$ cat src/rtl/sdram_arb_pkg.sv
// Shared types and constants for the three-port SDRAM slot arbiter.
package sdram_arb_pkg;

    localparam int NUM_PORTS = 3;
    localparam int ADDR_W    = 23;

    typedef enum logic [1:0] {
        P_CPU  = 2'd0,
        P_LOAD = 2'd1,
        P_DMA  = 2'd2
    } port_id_t;

    typedef logic [0:0] state_t;
    localparam state_t S_IDLE   = 1'b0;
    localparam state_t S_ACCESS = 1'b1;

endpackage

$ cat src/rtl/sdram_arbiter.sv
// sdram_arbiter: one access per clkref slot; CPU has fixed priority, loader/DMA round-robin; completes RD_LAT+1 clk after slot-start.
// Requesters hold req until their one-clock ack; SDRAM_ARB_REFRESH_EN forces an idle slot after REFRESH_SLOTS consecutive grants.
module sdram_arbiter
    import sdram_arb_pkg::*;
#(
    parameter int RD_LAT        = 8,
    parameter int INIT_SLOTS    = 32,
    parameter int REFRESH_SLOTS = 16
) (
    input  logic              clk,
    input  logic              reset,
    input  logic              clkref,
    output logic [ADDR_W-1:0] mem_addr,
    output logic [7:0]        mem_din,
    input  logic [7:0]        mem_dout,
    output logic              mem_oe,
    output logic              mem_we,
    input  logic              p0_req,
    input  logic              p0_we,
    input  logic [ADDR_W-1:0] p0_addr,
    input  logic [7:0]        p0_din,
    output logic [7:0]        p0_dout,
    output logic              p0_ack,
    input  logic              p1_req,
    input  logic              p1_we,
    input  logic [ADDR_W-1:0] p1_addr,
    input  logic [7:0]        p1_din,
    output logic [7:0]        p1_dout,
    output logic              p1_ack,
    input  logic              p2_req,
    input  logic              p2_we,
    input  logic [ADDR_W-1:0] p2_addr,
    input  logic [7:0]        p2_din,
    output logic [7:0]        p2_dout,
    output logic              p2_ack
);

    localparam int         INIT_W   = $clog2(INIT_SLOTS + 1);
    localparam logic [3:0] RD_LAT_C = 4'(RD_LAT);

    if (RD_LAT < 8 || RD_LAT > 14) begin : g_bad_rd_lat
        $error("RD_LAT must be in 8..14");
    end
    if (REFRESH_SLOTS < 1) begin : g_bad_refresh
        $error("REFRESH_SLOTS must be at least 1");
    end

    logic                           clkref_q;
    logic                           slot_start;
    logic [3:0]                     cnt_q, cnt_d;
    state_t                         state_q, state_d;
    port_id_t                       win_q, win_d;
    port_id_t                       rr_q, rr_d;
    logic [INIT_W-1:0]              init_q, init_d;
    logic [ADDR_W-1:0]              addr_q, addr_d;
    logic [7:0]                     din_q, din_d;
    logic                           oe_q, oe_d;
    logic                           we_q, we_d;
    logic [NUM_PORTS-1:0][7:0]      dout_q, dout_d;
    logic [NUM_PORTS-1:0]           ack_q, ack_d;

    logic [NUM_PORTS-1:0]           req;
    port_id_t                       pick;
    logic                           grant_ok;
    logic [ADDR_W-1:0]              sel_addr;
    logic [7:0]                     sel_din;
    logic                           sel_we;

    assign slot_start = clkref & ~clkref_q;
    assign req        = {p2_req, p1_req, p0_req};

`ifdef SDRAM_ARB_REFRESH_EN
    localparam int REF_W = $clog2(REFRESH_SLOTS + 1);
    logic [REF_W-1:0] ref_q, ref_d;

    // A full run of granted slots holds off the next grant so the controller can refresh.
    assign grant_ok = (|req) && (ref_q != REF_W'(REFRESH_SLOTS));

    always_comb begin
        ref_d = ref_q;
        if (state_q == S_IDLE && slot_start && init_q == '0) begin
            ref_d = grant_ok ? ref_q + REF_W'(1) : '0;
        end
    end

    always_ff @(posedge clk or posedge reset) begin
        if (reset) begin
            ref_q <= '0;
        end else begin
            ref_q <= ref_d;
        end
    end
`else
    assign grant_ok = |req;
`endif

    always_comb begin
        pick = P_DMA;
        if (req[0]) begin
            pick = P_CPU;
        end else if (req[1] && req[2]) begin
            pick = rr_q;
        end else if (req[1]) begin
            pick = P_LOAD;
        end
    end

    always_comb begin
        sel_addr = p2_addr;
        sel_din  = p2_din;
        sel_we   = p2_we;
        case (pick)
            P_CPU: begin
                sel_addr = p0_addr;
                sel_din  = p0_din;
                sel_we   = p0_we;
            end
            P_LOAD: begin
                sel_addr = p1_addr;
                sel_din  = p1_din;
                sel_we   = p1_we;
            end
            default: ;
        endcase
    end

    always_comb begin
        cnt_d   = slot_start ? 4'd0 : ((cnt_q == 4'hF) ? cnt_q : cnt_q + 4'd1);
        state_d = state_q;
        win_d   = win_q;
        rr_d    = rr_q;
        init_d  = init_q;
        addr_d  = addr_q;
        din_d   = din_q;
        oe_d    = oe_q;
        we_d    = we_q;
        dout_d  = dout_q;
        ack_d   = '0;
        case (state_q)
            S_IDLE: begin
                if (slot_start) begin
                    if (init_q != '0) begin
                        init_d = init_q - INIT_W'(1);
                    end else if (grant_ok) begin
                        win_d   = pick;
                        addr_d  = sel_addr;
                        din_d   = sel_din;
                        oe_d    = ~sel_we;
                        we_d    = sel_we;
                        state_d = S_ACCESS;
                        if (pick != P_CPU) begin
                            rr_d = (pick == P_LOAD) ? P_DMA : P_LOAD;
                        end
                    end
                end
            end
            default: begin
                // Completion is driven by cnt alone; a slot-start here never grants.
                if (cnt_q == RD_LAT_C) begin
                    for (int i = 0; i < NUM_PORTS; i++) begin
                        if (win_q == 2'(i)) begin
                            ack_d[i] = 1'b1;
                            if (!we_q) begin
                                dout_d[i] = mem_dout;
                            end
                        end
                    end
                    oe_d    = 1'b0;
                    we_d    = 1'b0;
                    state_d = S_IDLE;
                end
            end
        endcase
    end

    always_ff @(posedge clk or posedge reset) begin
        if (reset) begin
            clkref_q <= 1'b0;
            cnt_q    <= 4'd0;
            state_q  <= S_IDLE;
            win_q    <= P_CPU;
            rr_q     <= P_LOAD;
            init_q   <= INIT_W'(INIT_SLOTS);
            addr_q   <= '0;
            din_q    <= 8'h00;
            oe_q     <= 1'b0;
            we_q     <= 1'b0;
            dout_q   <= {NUM_PORTS{8'hFF}};
            ack_q    <= '0;
        end else begin
            clkref_q <= clkref;
            cnt_q    <= cnt_d;
            state_q  <= state_d;
            win_q    <= win_d;
            rr_q     <= rr_d;
            init_q   <= init_d;
            addr_q   <= addr_d;
            din_q    <= din_d;
            oe_q     <= oe_d;
            we_q     <= we_d;
            dout_q   <= dout_d;
            ack_q    <= ack_d;
        end
    end

    assign mem_addr = addr_q;
    assign mem_din  = din_q;
    assign mem_oe   = oe_q;
    assign mem_we   = we_q;
    assign p0_dout  = dout_q[0];
    assign p1_dout  = dout_q[1];
    assign p2_dout  = dout_q[2];
    assign p0_ack   = ack_q[0];
    assign p1_ack   = ack_q[1];
    assign p2_ack   = ack_q[2];

endmodule
$ cat config.mk
export PLATFORM = sky130hd
export DESIGN_NAME = sdram_arbiter
export DESIGN_NICKNAME = d
export VERILOG_FILES = /design/src/rtl/sdram_arb_pkg.sv /design/src/rtl/sdram_arbiter.sv
export SDC_FILE = /design/constraint.sdc
export NUM_CORES = 1
export LEC_CHECK = 0
export ABC_AREA = 1
export CAP_MARGIN = 30
export CORE_MARGIN = 4
export CORE_UTILIZATION = 38
export CTS_CLUSTER_SIZE = 16
export DETAILED_ROUTE_END_ITERATION = 6
export PLACE_DENSITY = 0.76
export SYNTH_ARGS = -nofsm -noshare
export SYNTH_HDL_FRONTEND = slang
export SYNTH_SLANG_ARGS = --single-unit
$ cat constraint.sdc
create_clock -name clk -period 2.41 [get_ports clk]
set_input_delay 0.482 -clock clk [delete_from_list [all_inputs] [get_ports clk]]
set_output_delay 0.482 -clock clk [all_outputs]
set_load 0.05 [all_outputs]
==> key figures, run 1 <==
Setup path
  • CP max stage delay: 0.80 ns
  • CP bufs+invs: 1
  • Crit. path cell count: 1
  • Crit path required time: 1.93 ns
  • CP Max Fanout: 2
  • Kind of critical path: flop to output port
  • Crit path DAT: 1.68 ns
  • Crit path max-delay family: buffers and inverters
  • CP Capture Type: output port
  • R2R cell count: 6
  • CP Cell Sequence: clkdlybuf4s50_1
  • Startpoint Class: flop
  • Critical path's slowest cell: clkdlybuf4s50_1
  • Reg-to-reg slack, setup: ~0.78 ns

Clocking
  • CTS tree: yes
  • Deepest clock path buffer count: 2
  • Worst-path clk slew: about 0.08 ns
  • Post-CTS setup buffers: 0
  • Post-CTS Hold Buffers: 0
  • Resize count post-CTS: 0
  • # H-tree levels: 3
  • CTS buffer count: 9
  • CTS sink count: 76
  • Clock Root Buffer: clkbuf_8
  • Worst skew pair latency: around 0.34 ns

Run
  • Max Cap Violations: 0

Hold path
  • Hold Path Class: flop to flop
  • Hold path cells: 2

Pwr
  • Tot Pwr: 0.00665 W
  • Seq pwr share: 32.5%
  • P_int: 0.00368 W
  • Clock Power Share: 17.4%
  • Portion of total power attributed to combinational logic: 50.2%
  • Sw frac: ~45%
  • Peak supply drop: 613 uV
  • P_sw: 0.00297 W
  • Pwr dens: around 1100 mW/mm^2
  • Leakage: between 2 and 3 nW

Floorplanning
  • Placement Rows: 36
  • I/O pin count: 170
  • Die ar.: 0.0119 mm^2
  • Die X: 109 um
  • Starting Density: between 30 and 40%
  • Die height: 109 um
  • Core region area: 0.00986 mm^2

GRT
  • Initial antenna violation count: 0
  • Grt total ovfl: 0
  • First-pass GRT wire length: 18400 um
  • Global Route Usage Sum: 19.8%
  • Vias in the first global route: approximately 3800
  • Pin count of the biggest net entering global routing: 36

Timing
  • Max Fclk: 462 MHz
  • Max Transition Viols Final: 0
  • Final Hold Violating Endpoints: 0
  • Setup slack after layout: approximately 0.25 ns
  • Setup TNS: 0 ns
  • Min Tclk post-route: 2.16 ns
  • Final setup vio count: 0
  • Tcrit/Tclk final: 89.8%
  • RSZ-0062 raised after global routing: false
  • Slew margin rel.: roughly 60%
  • Skew final: 0.00934 ns
  • Slew at the pin closest to its max-slew limit: 0.587 ns

Drt
  • First DRT Iteration DRCs: 163
  • DRT Wirelength: about 12000 um
  • Vias per cell: ~5.0
  • # DRC: 0
  • Remaining antenna violation count: 0
  • Drt wl/cell: between 10 and 15 um
  • DR vias: 3950
  • First-pass DRT Iterations: 7

Yosys
  • Compound-Gate Fraction of Synth Area: 4.52%
  • Synth Instances: 489
  • Mux share of post-synthesis cell area: 0%
  • Xor/xnor share of the synthesized area: about 1.1%
  • Post-synth net total: between 600 and 700
  • Synth Area in Simple Gates: 36.7%
  • Combinational family with the most area after synthesis: simple AND/OR/NAND/NOR gates
  • Library cells used by synthesis: 23
  • Yosys warns: 0
  • Post-synthesis sequential area ratio: between 40% and 50%
  • Mapped cell area: 0.00387 mm^2
  • Yosys reg bits: 76
  • Mean Syn Cell Area: 7.92 um^2
  • Post-synthesis adder-cell area fraction: 1.29%

Cells and area
  • Core Util, Final: 60.7%
  • Final-stage net count: just under 800
  • Layout cells sized above 1: between 10% and 20%
  • Syn-to-layout area delta: 54.4%
  • # diodes: 0

Placement
  • Placement Setup Slack: 0.323 ns
  • Routability cong.: 0.815
  • IO buf count: 169
  • Post-DP HPWL: 8760 um

Run status
  • Outcome: complete, no violations
[logic make-up (layout without fill, tap and decap cells)]
kind of cell | after synthesis | after routing
AND/OR/NAND/NOR | 309 | 309
adder cells (fa/ha/maj) | 4 | 4
AO/OA/AOI/OAI | 35 | 35
XOR/XNOR | 5 | 5
buffers and inverters | 60 | 231
flip-flops | 76 | 76
[flip-flops by register name, indices dropped and copies added (netlist names)]
register and count:
clkref_q 1, init_q 6, mem_we 1, state_q 1, cnt_q 4, ack_q 3
p1_dout 8, mem_oe 1, mem_din 8, rr_q 2, p0_dout 8, win_q 2
p2_dout 8, mem_addr 23
[cells in the final DEF, fill, tap and decap left out, types with 4 or more instances in the layout]
master	synthesis	layout
nand2_1	180	180
clkdlybuf4s50_1	0	169
nand3_1	72	72
dfrtp_1	50	50
nand4_1	34	34
inv_1	31	30
dfstp_2	26	26
o21ai_1	24	24
o21ai_0	11	11
nor2_1	10	10
buf_4	0	10
clkbuf_8	0	9
xor2_1	4	4
ha_1	4	4
[routing by layer]
metal	up-vias	share of wire, %	global-route usage [%]
li1	1941	-	-
met1	1846	41	24.1
met2	151	50	34.1
met3	12	8.4	5.27
met4	0	1.0	5.86
met5	-	0	0
[metrics by stage]
step | instances | cell area [um^2] | hold WS, ns
final | 793 | 5980 | 0.477
after global routing | 793 | 5980 | 0.496
after CTS | 793 | 5980 | 0.479
after detailed placement | 777 | 5750 | 0.465
after global placement | 777 | 5750 | 0.462
after floorplan | 489 | 3870 | 0.442
[Yosys cell counts]
| master | number | area, um^2 |
|---|---|---|
| nand3_1 | 72 | 360 |
| nand2_1 | 180 | 676 |
| inv_1 | 31 | 116 |
| nand3b_1 | 1 | 7.51 |
| nand4_4 | 3 | 63.8 |
| nand2_2 | 1 | 6.26 |
| ha_1 | 4 | 50.1 |
| clkbuf_1 | 8 | 30.0 |
| xor2_1 | 4 | 35.0 |
| dfrtp_1 | 50 | 1250 |
| o21ai_0 | 11 | 55.1 |
| nand4_1 | 34 | 213 |
| buf_2 | 18 | 90.1 |
| nor2_1 | 10 | 37.5 |
| buf_1 | 1 | 3.75 |
| nor2_4 | 2 | 22.5 |
| nor3_1 | 3 | 15.0 |
| nand3_2 | 1 | 10.0 |
| inv_2 | 2 | 7.51 |
| xnor2_1 | 1 | 8.76 |
| nor2_2 | 2 | 12.5 |
| dfstp_2 | 26 | 683 |
| o21ai_1 | 24 | 120 |
[area by class of cell]
type	instances	area, um^2
Clock buffer	10	128
Clock inverter	6	111
Fill cell	850	3880
Inverter	33	125
Multi-Input combinational cell	353	1690
Sequential cell	76	1930
Tap cell	133	166
Timing Repair Buffer	182	1830
[power groups by stage]
stage / Sequential (W) / Clock [W] / Combinational, W
6_report: 0.00216 / 0.00115 / 0.00333
5_1_grt: 0.00222 / 0.00124 / 0.00357
4_1_cts: 0.00216 / 0.00118 / 0.00336
3_5_place_dp: 0.00217 / 0 / 0.00335
3_3_place_gp: 0.00215 / 0 / 0.00328
2_1_floorplan: 0.00343 / 0 / 0.000870
[path summary, 6_finish.rpt]
kind / end / from
worst max register to register: p0_dout[2] / cnt_q[0]
worst min-delay path: p0_dout[6] / p0_dout[6]
min in group asynchronous: mem_addr[3] / reset
max in group asynchronous: p2_dout[3] / reset
worst min register to register: p0_dout[6] / p0_dout[6]
worst max-delay path: p1_dout[1] / p1_dout[1]
Power figures use the tool's default switching activity.
==> run 2, diff against run 1 <==
--- a/config.mk
+++ b/config.mk
@@ -7,7 +7,7 @@
 export LEC_CHECK = 0
 export ABC_AREA = 1
 export CAP_MARGIN = 30
-export CORE_MARGIN = 4
+export CORE_MARGIN = 2
 export CORE_UTILIZATION = 38
 export CTS_CLUSTER_SIZE = 16
 export DETAILED_ROUTE_END_ITERATION = 6
==> key figures, run 2 (same netlist as run 1, synthesis figures left out) <==
Run status
  • Outcome: complete, no violations

Timing
  • Skew final: 0.00915 ns (-0.000194 ns)
  • Final Hold Violating Endpoints: 0 (unchanged)
  • Tcrit/Tclk final: 90.1% (+0.34 points)
  • Slew margin rel.: 62.1% (+1.3 points)
  • Min Tclk post-route: 2.17 ns (+0.00817 ns)
  • Setup TNS: 0 ns (unchanged)
  • Final setup vio count: 0 (unchanged)
  • Slew at the pin closest to its max-slew limit: 0.568 ns (-0.0191 ns)
  • RSZ-0062 raised after global routing: false
  • Max Transition Viols Final: 0 (unchanged)
  • Hold slack: 0.479 ns (+0.00137 ns)
  • Max Fclk: 460 MHz (-0.38%)

GRT
  • Global Route Usage Sum: 20.4% (+0.63 points)
  • Vias in the first global route: 3801 (-0.86%)
  • First-pass GRT wire length: 18300 um (-0.75%)
  • Initial antenna violation count: 0 (unchanged)
  • Pin count of the biggest net entering global routing: 77 (+110%)
  • Grt total ovfl: 0 (unchanged)

Setup path
  • R2R cell count: 7 (+1)
  • Crit path DAT: 1.69 ns (about the same)
  • Crit path max-delay family: buffers and inverters
  • CP bufs+invs: 1 (unchanged)
  • Worst Setup SP: p0_dout[3]
  • Reg-to-reg slack, setup: 0.78 ns (about the same)
  • CP max stage delay: 0.80 ns (about the same)
  • Crit. path cell count: 1 (unchanged)
  • CP Max Fanout: 2 (unchanged)
  • Worst r2r src: cnt_q[0]
  • CP Cell Sequence: clkdlybuf4s50_1
  • Critical path's slowest cell: clkdlybuf4s50_1
  • Reg2reg end: p1_dout[3]
  • Kind of critical path: flop to output port
  • Crit path capture: p0_dout[3]
  • CP Capture Type: output port
  • Crit path required time: 1.93 ns (about the same)
  • Startpoint Class: flop

Floorplanning
  • Placement Rows: 36 (unchanged)
  • I/O pin count: 170 (unchanged)
  • Die ar.: 0.0110 mm^2 (-7.2%)
  • Die X: 105 um (-3.7%)
  • Die height: 105 um (-3.7%)
  • Starting Density: 39.5% (+0.18 points)
  • Core region area: 0.00982 mm^2 (-0.46%)

Drt
  • Top Layer Used: met4
  • DR vias: 3913 (-0.94%)
  • Remaining antenna violation count: 0 (unchanged)
  • # DRC: 0 (unchanged)
  • WL met1: 4700 um (-2.0%)
  • DRT Wirelength: 11100 um (-6.1%)
  • WL met3: 706 um (-29%)
  • Met2 WL: 5500 um (-6.8%)
  • First-pass DRT Iterations: 4 (-3)
  • Vias per cell: 4.95 (-0.56%)
  • First DRT Iteration DRCs: 181 (+11%)
  • Drt wl/cell: 14.0 um (-5.8%)

Clocking
  • Deepest clock path buffer count: 2 (unchanged)
  • Post-CTS Hold Buffers: 0 (unchanged)
  • Post-CTS setup buffers: 0 (unchanged)
  • Worst-path clk slew: 0.08 ns (about the same)
  • CTS tree: yes
  • CTS buffer count: 9 (unchanged)
  • Resize count post-CTS: 0 (unchanged)
  • Clock Root Buffer: clkbuf_8
  • # H-tree levels: 3 (unchanged)
  • CTS sink count: 76 (unchanged)
  • Worst skew pair latency: 0.34 ns (about the same)

Cells and area
  • # diodes: 0 (unchanged)
  • Final-stage net count: 766 (-0.39%)
  • Layout cells sized above 1: 9.74% (-0.26 points)
  • Post-Layout Inst Area: 0.00591 mm^2 (-1.2%)
  • Fill cells: 891 (+4.8%)
  • Syn-to-layout area delta: 52.6%
  • Core Util, Final: 60.2% (-0.44 points)
  • Most frequent cells in the layout: nand2_1 (180), clkdlybuf4s50_1 (169), nand3_1 (72)
  • Most common cell after layout, fill and taps aside: nand2_1
  • Max FFs per register: 23 (unchanged)

Placement
  • IO buf count: 169 (unchanged)
  • Routability cong.: 0.786 (-3.6%)
  • Area after DPL: 0.00571 mm^2 (-0.61%)
  • Post-DP HPWL: 8180 um (-6.7%)

Pwr
  • Leakage: 2.79 nW (-1.1%)
  • Pwr dens: 1090 mW/mm^2 (-1.5%)
  • Peak supply drop: 536 uV (-12%)
  • Tot Pwr: 0.00647 W (-2.7%)

Run
  • Max Cap Violations: 0 (unchanged)

Hold path
  • Hold path cells: 2 (unchanged)
  • Hold Path Class: flop to flop
-- run 2: worst reg2reg max path, stage by stage, from the launching register on --
cell and delay, ns:
dfrtp_1 0.40, inv_1 0.09, ha_1 0.17, nand3_2 0.11, nor2_4 0.25, nand4_4 0.28
nand2_1 0.15, o21ai_1 0.08
-- run 2: cell type report --
| type | instances | area [um^2] | share of cell area (%) |
|---|---|---|---|
| Tap cell | 133 | 166 | 2.81 |
| Timing Repair Buffer | 179 | 1790 | 30.3 |
| Clock inverter | 7 | 80.1 | 1.35 |
| Sequential cell | 76 | 1930 | 32.7 |
| Clock buffer | 9 | 124 | 2.09 |
| Multi-Input combinational cell | 353 | 1690 | 28.6 |
| Inverter | 33 | 125 | 2.12 |
-- run 2: per-stage QoR --
stage                     std cells  setup slack (ns)
after floorplan                 489            0.0327
after global placement          774             0.394
after detailed placement        774             0.326
final                           790             0.238
after global routing            790             0.187
after CTS                       790             0.210
-- run 2: how the worst min path moves through the flow --
stage	startpoint	end	slack, ns
detailed placement	mem_din[0]	mem_din[0]	0.46
CTS	p2_dout[7]	p2_dout[7]	0.48
finish	p2_dout[7]	p2_dout[7]	0.48
floorplan	rr_q[1]	rr_q[1]	0.44
global placement	rr_q[0]	rr_q[0]	0.45
global route	p0_dout[1]	p0_dout[1]	0.50
-- run 2: power breakdown --
group	internal, W	total (W)	switching, W	leakage [nW]
combinational	0.00113	0.00331	0.00218	1.75
clock	0.000494	0.00101	0.000513	0.105
sequential	0.00185	0.00215	0.000308	0.934
total	0.00347	0.00647	0.00300	2.79
-- run 2: routing by layer --
metal | track usage [%] | vias to the layer above
li1 | - | 1942
met1 | 25.2 | 1816
met2 | 35.4 | 141
met3 | 3.99 | 14
met4 | 7.24 | 0
met5 | 0 | -
